==> config.mk <==
export PLATFORM = sky130hd
export DESIGN_NAME = mem_arbiter
export DESIGN_NICKNAME = d
export VERILOG_FILES = /design/src/rtl/mem_arbiter.sv
export SDC_FILE = /design/constraint.sdc
export NUM_CORES = 1
export LEC_CHECK = 0
export ABC_CLOCK_PERIOD_IN_PS = 3550
export BUFFER_PORTS_ARGS = -buffer_cell sky130_fd_sc_hd__buf_2
export CAP_MARGIN = 30
export CORE_ASPECT_RATIO = 1.5
export CORE_UTILIZATION = 45
export CTS_CLUSTER_DIAMETER = 150
export DETAILED_ROUTE_END_ITERATION = 8
export PLACE_DENSITY = 0.83
export SYNTH_ARGS = -nofsm -noshare
export SYNTH_HDL_FRONTEND = slang
export SYNTH_SLANG_ARGS = --single-unit
==> constraint.sdc <==
create_clock -name clk_i -period 3.55 [get_ports clk_i]
set_input_delay 0.71 -clock clk_i [delete_from_list [all_inputs] [get_ports clk_i]]
set_output_delay 0.71 -clock clk_i [all_outputs]
set_load 0.02 [all_outputs]
==> src/rtl/mem_arbiter.sv <==
// Three-way arbiter putting i-read, d-read and d-write requests onto one SDRAM controller port.
// Optional feature: define MEM_ARB_ROUND_ROBIN_EN to alternate I side and D side grants.
module mem_arbiter #(
  parameter int ADDR_WIDTH = 32,
  parameter int DATA_WIDTH = 32
) (
  input  logic                  clk_i,
  input  logic                  rst_i,
  input  logic                  ir_go_i,
  input  logic [ADDR_WIDTH-1:0] ir_base_i,
  input  logic [ADDR_WIDTH-1:0] ir_length_i,
  input  logic                  dr_go_i,
  input  logic [ADDR_WIDTH-1:0] dr_base_i,
  input  logic [ADDR_WIDTH-1:0] dr_length_i,
  input  logic                  dw_go_i,
  input  logic [ADDR_WIDTH-1:0] dw_base_i,
  input  logic [ADDR_WIDTH-1:0] dw_length_i,
  output logic                  ir_done_o,
  output logic                  dr_done_o,
  output logic                  dw_done_o,
  output logic                  ir_available_o,
  output logic                  dr_available_o,
  output logic [DATA_WIDTH-1:0] ir_data_o,
  output logic [DATA_WIDTH-1:0] dr_data_o,
  input  logic                  ir_re_i,
  input  logic                  dr_re_i,
  input  logic                  dw_we_i,
  input  logic [DATA_WIDTH-1:0] dw_data_i,
  output logic                  dw_full_o,
  output logic                  m_go_o,
  output logic [ADDR_WIDTH-1:0] m_base_o,
  output logic [ADDR_WIDTH-1:0] m_length_o,
  output logic                  m_write_o,
  input  logic                  m_done_i,
  input  logic                  m_rd_available_i,
  input  logic [DATA_WIDTH-1:0] m_rd_data_i,
  output logic                  m_rd_re_o,
  output logic                  m_wr_we_o,
  output logic [DATA_WIDTH-1:0] m_wr_data_o,
  input  logic                  m_wr_full_i
);

  typedef enum logic [1:0] {
    ST_IDLE  = 2'd0,
    ST_ISSUE = 2'd1,
    ST_WAIT  = 2'd2,
    ST_BUSY  = 2'd3
  } state_e;

  // Grant codes double as the index of the requester slot.
  localparam logic [1:0] GR_IR = 2'd0;
  localparam logic [1:0] GR_DR = 2'd1;
  localparam logic [1:0] GR_DW = 2'd2;

  state_e                state_q, state_d;
  logic [2:0]            pend_q, pend_d;
  logic [ADDR_WIDTH-1:0] base_q [3];
  logic [ADDR_WIDTH-1:0] base_d [3];
  logic [ADDR_WIDTH-1:0] len_q [3];
  logic [ADDR_WIDTH-1:0] len_d [3];
  logic [1:0]            grant_q, grant_d, pick_s;
  logic                  m_go_q, m_go_d, m_write_q, m_write_d;
  logic [ADDR_WIDTH-1:0] m_base_q, m_base_d, m_length_q, m_length_d;
  logic [2:0]            go_s;
  logic [ADDR_WIDTH-1:0] req_base_s [3];
  logic [ADDR_WIDTH-1:0] req_len_s [3];
  logic                  rd_active_s;
`ifdef MEM_ARB_ROUND_ROBIN_EN
  logic                  rr_q, rr_d;
`endif

  function automatic logic [2:0] grant_mask(input logic [1:0] g);
    case (g)
      GR_IR:   return 3'b001;
      GR_DR:   return 3'b010;
      GR_DW:   return 3'b100;
      default: return 3'b000;
    endcase
  endfunction

  assign go_s          = {dw_go_i, dr_go_i, ir_go_i};
  assign req_base_s[0] = ir_base_i;
  assign req_base_s[1] = dr_base_i;
  assign req_base_s[2] = dw_base_i;
  assign req_len_s[0]  = ir_length_i;
  assign req_len_s[1]  = dr_length_i;
  assign req_len_s[2]  = dw_length_i;

  // Winner among pending slots; write-back goes before refill on the D side.
  always_comb begin
    pick_s = GR_IR;
`ifdef MEM_ARB_ROUND_ROBIN_EN
    // rr_q = 0 favours the I side, 1 favours the D side
    if (pend_q[0] && (!(pend_q[1] || pend_q[2]) || !rr_q)) begin
      pick_s = GR_IR;
    end else if (pend_q[2]) begin
      pick_s = GR_DW;
    end else if (pend_q[1]) begin
      pick_s = GR_DR;
    end else begin
      pick_s = GR_IR;
    end
`else
    if (pend_q[2]) begin
      pick_s = GR_DW;
    end else if (pend_q[1]) begin
      pick_s = GR_DR;
    end else begin
      pick_s = GR_IR;
    end
`endif
  end

  // Next-state, request capture and controller command generation.
  always_comb begin
    state_d    = state_q;
    pend_d     = pend_q;
    base_d     = base_q;
    len_d      = len_q;
    grant_d    = grant_q;
    m_go_d     = 1'b0;
    m_base_d   = m_base_q;
    m_length_d = m_length_q;
    m_write_d  = m_write_q;
`ifdef MEM_ARB_ROUND_ROBIN_EN
    rr_d       = rr_q;
`endif
    case (state_q)
      ST_IDLE: begin
        if (pend_q != 3'b000) begin
          grant_d    = pick_s;
          m_base_d   = base_q[pick_s];
          m_length_d = len_q[pick_s];
          m_write_d  = (pick_s == GR_DW);
          m_go_d     = 1'b1;
          state_d    = ST_ISSUE;
`ifdef MEM_ARB_ROUND_ROBIN_EN
          rr_d       = (pick_s == GR_IR);
`endif
        end else begin
          state_d = ST_IDLE;
        end
      end
      ST_ISSUE: state_d = ST_WAIT;
      // m_done may still show the previous idle level here
      ST_WAIT:  state_d = ST_BUSY;
      ST_BUSY: begin
        if (m_done_i) begin
          pend_d  = pend_q & ~grant_mask(grant_q);
          state_d = ST_IDLE;
        end else begin
          state_d = ST_BUSY;
        end
      end
      default: state_d = ST_IDLE;
    endcase
    // Captured after the retire clear so a colliding go re-arms the slot.
    for (int i = 0; i < 3; i++) begin
      if (go_s[i] && !pend_d[i]) begin
        pend_d[i] = 1'b1;
        base_d[i] = req_base_s[i];
        len_d[i]  = req_len_s[i];
      end else begin
        pend_d[i] = pend_d[i];
      end
    end
  end

  // State and request registers.
  always_ff @(posedge clk_i) begin
    if (rst_i) begin
      state_q    <= ST_IDLE;
      pend_q     <= 3'b000;
      grant_q    <= GR_IR;
      m_go_q     <= 1'b0;
      m_write_q  <= 1'b0;
      m_base_q   <= {ADDR_WIDTH{1'b0}};
      m_length_q <= {ADDR_WIDTH{1'b0}};
      for (int i = 0; i < 3; i++) begin
        base_q[i] <= {ADDR_WIDTH{1'b0}};
        len_q[i]  <= {ADDR_WIDTH{1'b0}};
      end
`ifdef MEM_ARB_ROUND_ROBIN_EN
      rr_q       <= 1'b0;
`endif
    end else begin
      state_q    <= state_d;
      pend_q     <= pend_d;
      grant_q    <= grant_d;
      m_go_q     <= m_go_d;
      m_write_q  <= m_write_d;
      m_base_q   <= m_base_d;
      m_length_q <= m_length_d;
      base_q     <= base_d;
      len_q      <= len_d;
`ifdef MEM_ARB_ROUND_ROBIN_EN
      rr_q       <= rr_d;
`endif
    end
  end

  assign ir_done_o  = ~pend_q[0];
  assign dr_done_o  = ~pend_q[1];
  assign dw_done_o  = ~pend_q[2];
  assign m_go_o     = m_go_q;
  assign m_base_o   = m_base_q;
  assign m_length_o = m_length_q;
  assign m_write_o  = m_write_q;

  assign rd_active_s    = (state_q != ST_IDLE);
  assign ir_available_o = rd_active_s && (grant_q == GR_IR) && m_rd_available_i;
  assign dr_available_o = rd_active_s && (grant_q == GR_DR) && m_rd_available_i;
  assign m_rd_re_o      = rd_active_s && (((grant_q == GR_IR) && ir_re_i) ||
                                          ((grant_q == GR_DR) && dr_re_i));
  assign ir_data_o      = m_rd_data_i;
  assign dr_data_o      = m_rd_data_i;

  assign m_wr_we_o   = dw_we_i;
  assign m_wr_data_o = dw_data_i;
  assign dw_full_o   = m_wr_full_i;

endmodule

==> out/metrics.cfg <==
[worst_setup_path]
start_kind=flop
critical_path_required_ns=2.84
cp_max_fo=6
cp-end-kind=primary output
worstSetupPathType=flop to primary output
cp.arrival_ns=1.93

[clocking]
cts_tree=yes
clock_latency_ns=0.55
ctsHoldBuffers=0
ctsHtreeMaxLevel=1
cts.sinks=265
cts_root_buf=clkbuf_16
cts_setup_buffers=0
cts_resized=0
cts_buffers=26
cts_buffer_depth=3
clk_pin_slew_worst_paths_ns=0.06

[grt]
grt_pass1_vias=9944
gr-total-overflow=0
grt_max_degree=173
grt_pass1_wl_um=53200
track_usage_pct=23.2
antenna_found_initial=3

[detailed_routing]
dr.pass1.iters=5
antenna_left=0
vias_per_cell=5.13
wl_per_cell_um=18.9
drc=0
drtIter0Drc=518
via_count=9553
routed_wl_um=35200

[worst_hold_path]
hold_class=input port to flop

[layout]
finalNetCount=1724
stdcell_area_um2=14600
final_common_cell=nand2b_1
final_cell_mix=nand2b_1, buf_2, dfxtp_1, mux2i_1, nand2_1
nFillCells=2524
seq_area_um2=5310
drive_gt1_share_pct=23.2
multi_input_area_um2=6380
finish.utilization_pct=51.7
area_growth_pct=12.1

[power_and_ir_drop]
p_switching_mw=1.88
power_density_nw_per_um2=489
vdd_ir_drop_max_v=0.000378
internal_power_mw=5.25
clock_power_share_pct=40.2
leakagePower_nw=6.70
power_frac_seq_pct=46.2
switching_share_pct=26.3
p_comb_share_pct=13.6

[placed_design]
io_buffers=272
placed_area_um2=13700
finalWeightedCongestion=0.827
dp_hpwl_um=24400

[yosys]
netlist_area_um2=13000
synth.distinct_cells=25
synth.area.top_cells=dfxtp_1, mux2i_1, nand2b_1, buf_4, a22o_1
yosysTopAreaCellShare_pct=40.8
postSynthCellCount=1341
synth_seq_cells=265
ys_seq_area_share_pct=40.8
yosys_warnings=0
syn_nets=1608
synth.avg_cell_area_um2=9.70
synth_largest_area_cell=dfxtp_1

[sta]
tightestPinTransition_ns=0.779
fin_tns_setup_ns=0
slew-limit-headroom_pct=48.1
finalCriticalPeriod_ns=2.64
rsz0062_at_grt=no
fin_crit_sh_pct=74.3
timing.fmax_ghz=0.379
clock_skew_ns=0.0180
setup_viol=0
finalMaxSlewViolations=0
hold_viol=0

[floorplan]
die_h_um=210
placementRows=75
die_w_um=141
core_area_um2=28200
die_area_um2=29600
initial_core_util_pct=46.1
pin_count=437

[run]
cap_viol_max_count=0

[outcome]
status=finished, final reports clean

-- path summary, 6_finish.rpt --
check                       endpoint  depth (start not counted)               startpoint  slack [ns]
max                   dr_available_o                          3  grant_q[0]$_SDFFE_PP0P_        0.91
min          base_q[79]$_SDFFE_PP0P_                          3            ir_base_i[15]        0.41
max reg2reg   base_q[8]$_SDFFE_PP0P_                          4     pend_q[2]$_SDFF_PP0_        1.39
min reg2reg   len_q[30]$_SDFFE_PP0P_                          2   len_q[30]$_SDFFE_PP0P_        0.48
-- power by group through the flow --
stage | registers [mW] | clock network, mW | logic, mW
floorplan | 3.35 | 0 | 0.818
global placement | 3.35 | 0 | 0.950
detailed placement | 3.36 | 0 | 0.973
CTS | 3.29 | 2.92 | 0.976
global route | 3.31 | 3.04 | 1.05
finish | 3.30 | 2.86 | 0.969
-- critical path, cell delays in order, from the launching register on --
cell	delay, ns
dfxtp_1	0.52
nor2b_1	0.48
and3_1	0.22
buf_2	0.16
-- state kept, by name (all words and copies together) (netlist names) --
signal and flops:
base_q 96, grant_q 2, len_q 96, m_base_o 32
m_go_o 1, m_length_o 32, m_write_o 1, pend_q 3
state_q 2
-- area by class of cell --
| type | instances | share of cell area, % |
|---|---|---|
| well taps | 385 | 3.30 |
| diodes | 3 | 0.0514 |
| clock inverters | 14 | 1.10 |
| repair buffers | 289 | 10.4 |
| clock buffers | 33 | 4.91 |
| flip-flops and latches | 265 | 36.4 |
| inverters | 3 | 0.0772 |
| multi-input cells | 872 | 43.7 |
-- layer usage --
| metal | up-vias | GRT usage, % | routed length (um) |
|---|---|---|---|
| met5 | - | 0 | 0 |
| met4 | 0 | 21.1 | 3190 |
| met3 | 187 | 5.66 | 2610 |
| met2 | 319 | 38.7 | 16600 |
| met1 | 4474 | 24.1 | 12800 |
| li1 | 4573 | - | - |
-- logic make-up (layout without fill, tap and decap cells) --
| group | Yosys count | in the layout | share of synthesized area (%) |
|---|---|---|---|
| and+or+nand+nor | 470 | 470 | 21.2 |
| DFF | 265 | 265 | 40.8 |
| AOI/OAI and AO/OA | 145 | 145 | 7.63 |
| buffers and inverters | 204 | 339 | 10.6 |
| muxes | 257 | 257 | 19.8 |
| other | 0 | 3 | 0 |
-- Yosys cell counts --
cell / number
o21ai_1: 3
nor3_1: 3
o21ba_1: 1
inv_1: 3
buf_1: 1
nor2b_1: 6
nor3b_1: 1
a2bb2oi_1: 1
nor3_2: 1
nand2b_1: 384
and3_1: 3
nor2_1: 4
mux2i_1: 257
or2_1: 1
o21ai_0: 64
dfxtp_1: 265
a31oi_1: 3
nand2_1: 67
a21oi_1: 6
buf_6: 25
o21ba_2: 3
a22o_1: 64
buf_4: 110
clkbuf_1: 55
buf_2: 10
-- through the flow --
stage,hold slack [ns],std cells,total power [mW],worst slack [ns]
2_1_floorplan,0.451,1341,4.17,1.62
3_3_place_gp,0.459,1814,4.30,1.23
3_5_place_dp,0.462,1814,4.33,1.17
4_1_cts,0.391,1861,7.19,0.881
5_1_grt,0.415,1864,7.40,0.852
6_report,0.412,1864,7.13,0.913
Note: power is estimated with default switching activity, not from simulation.
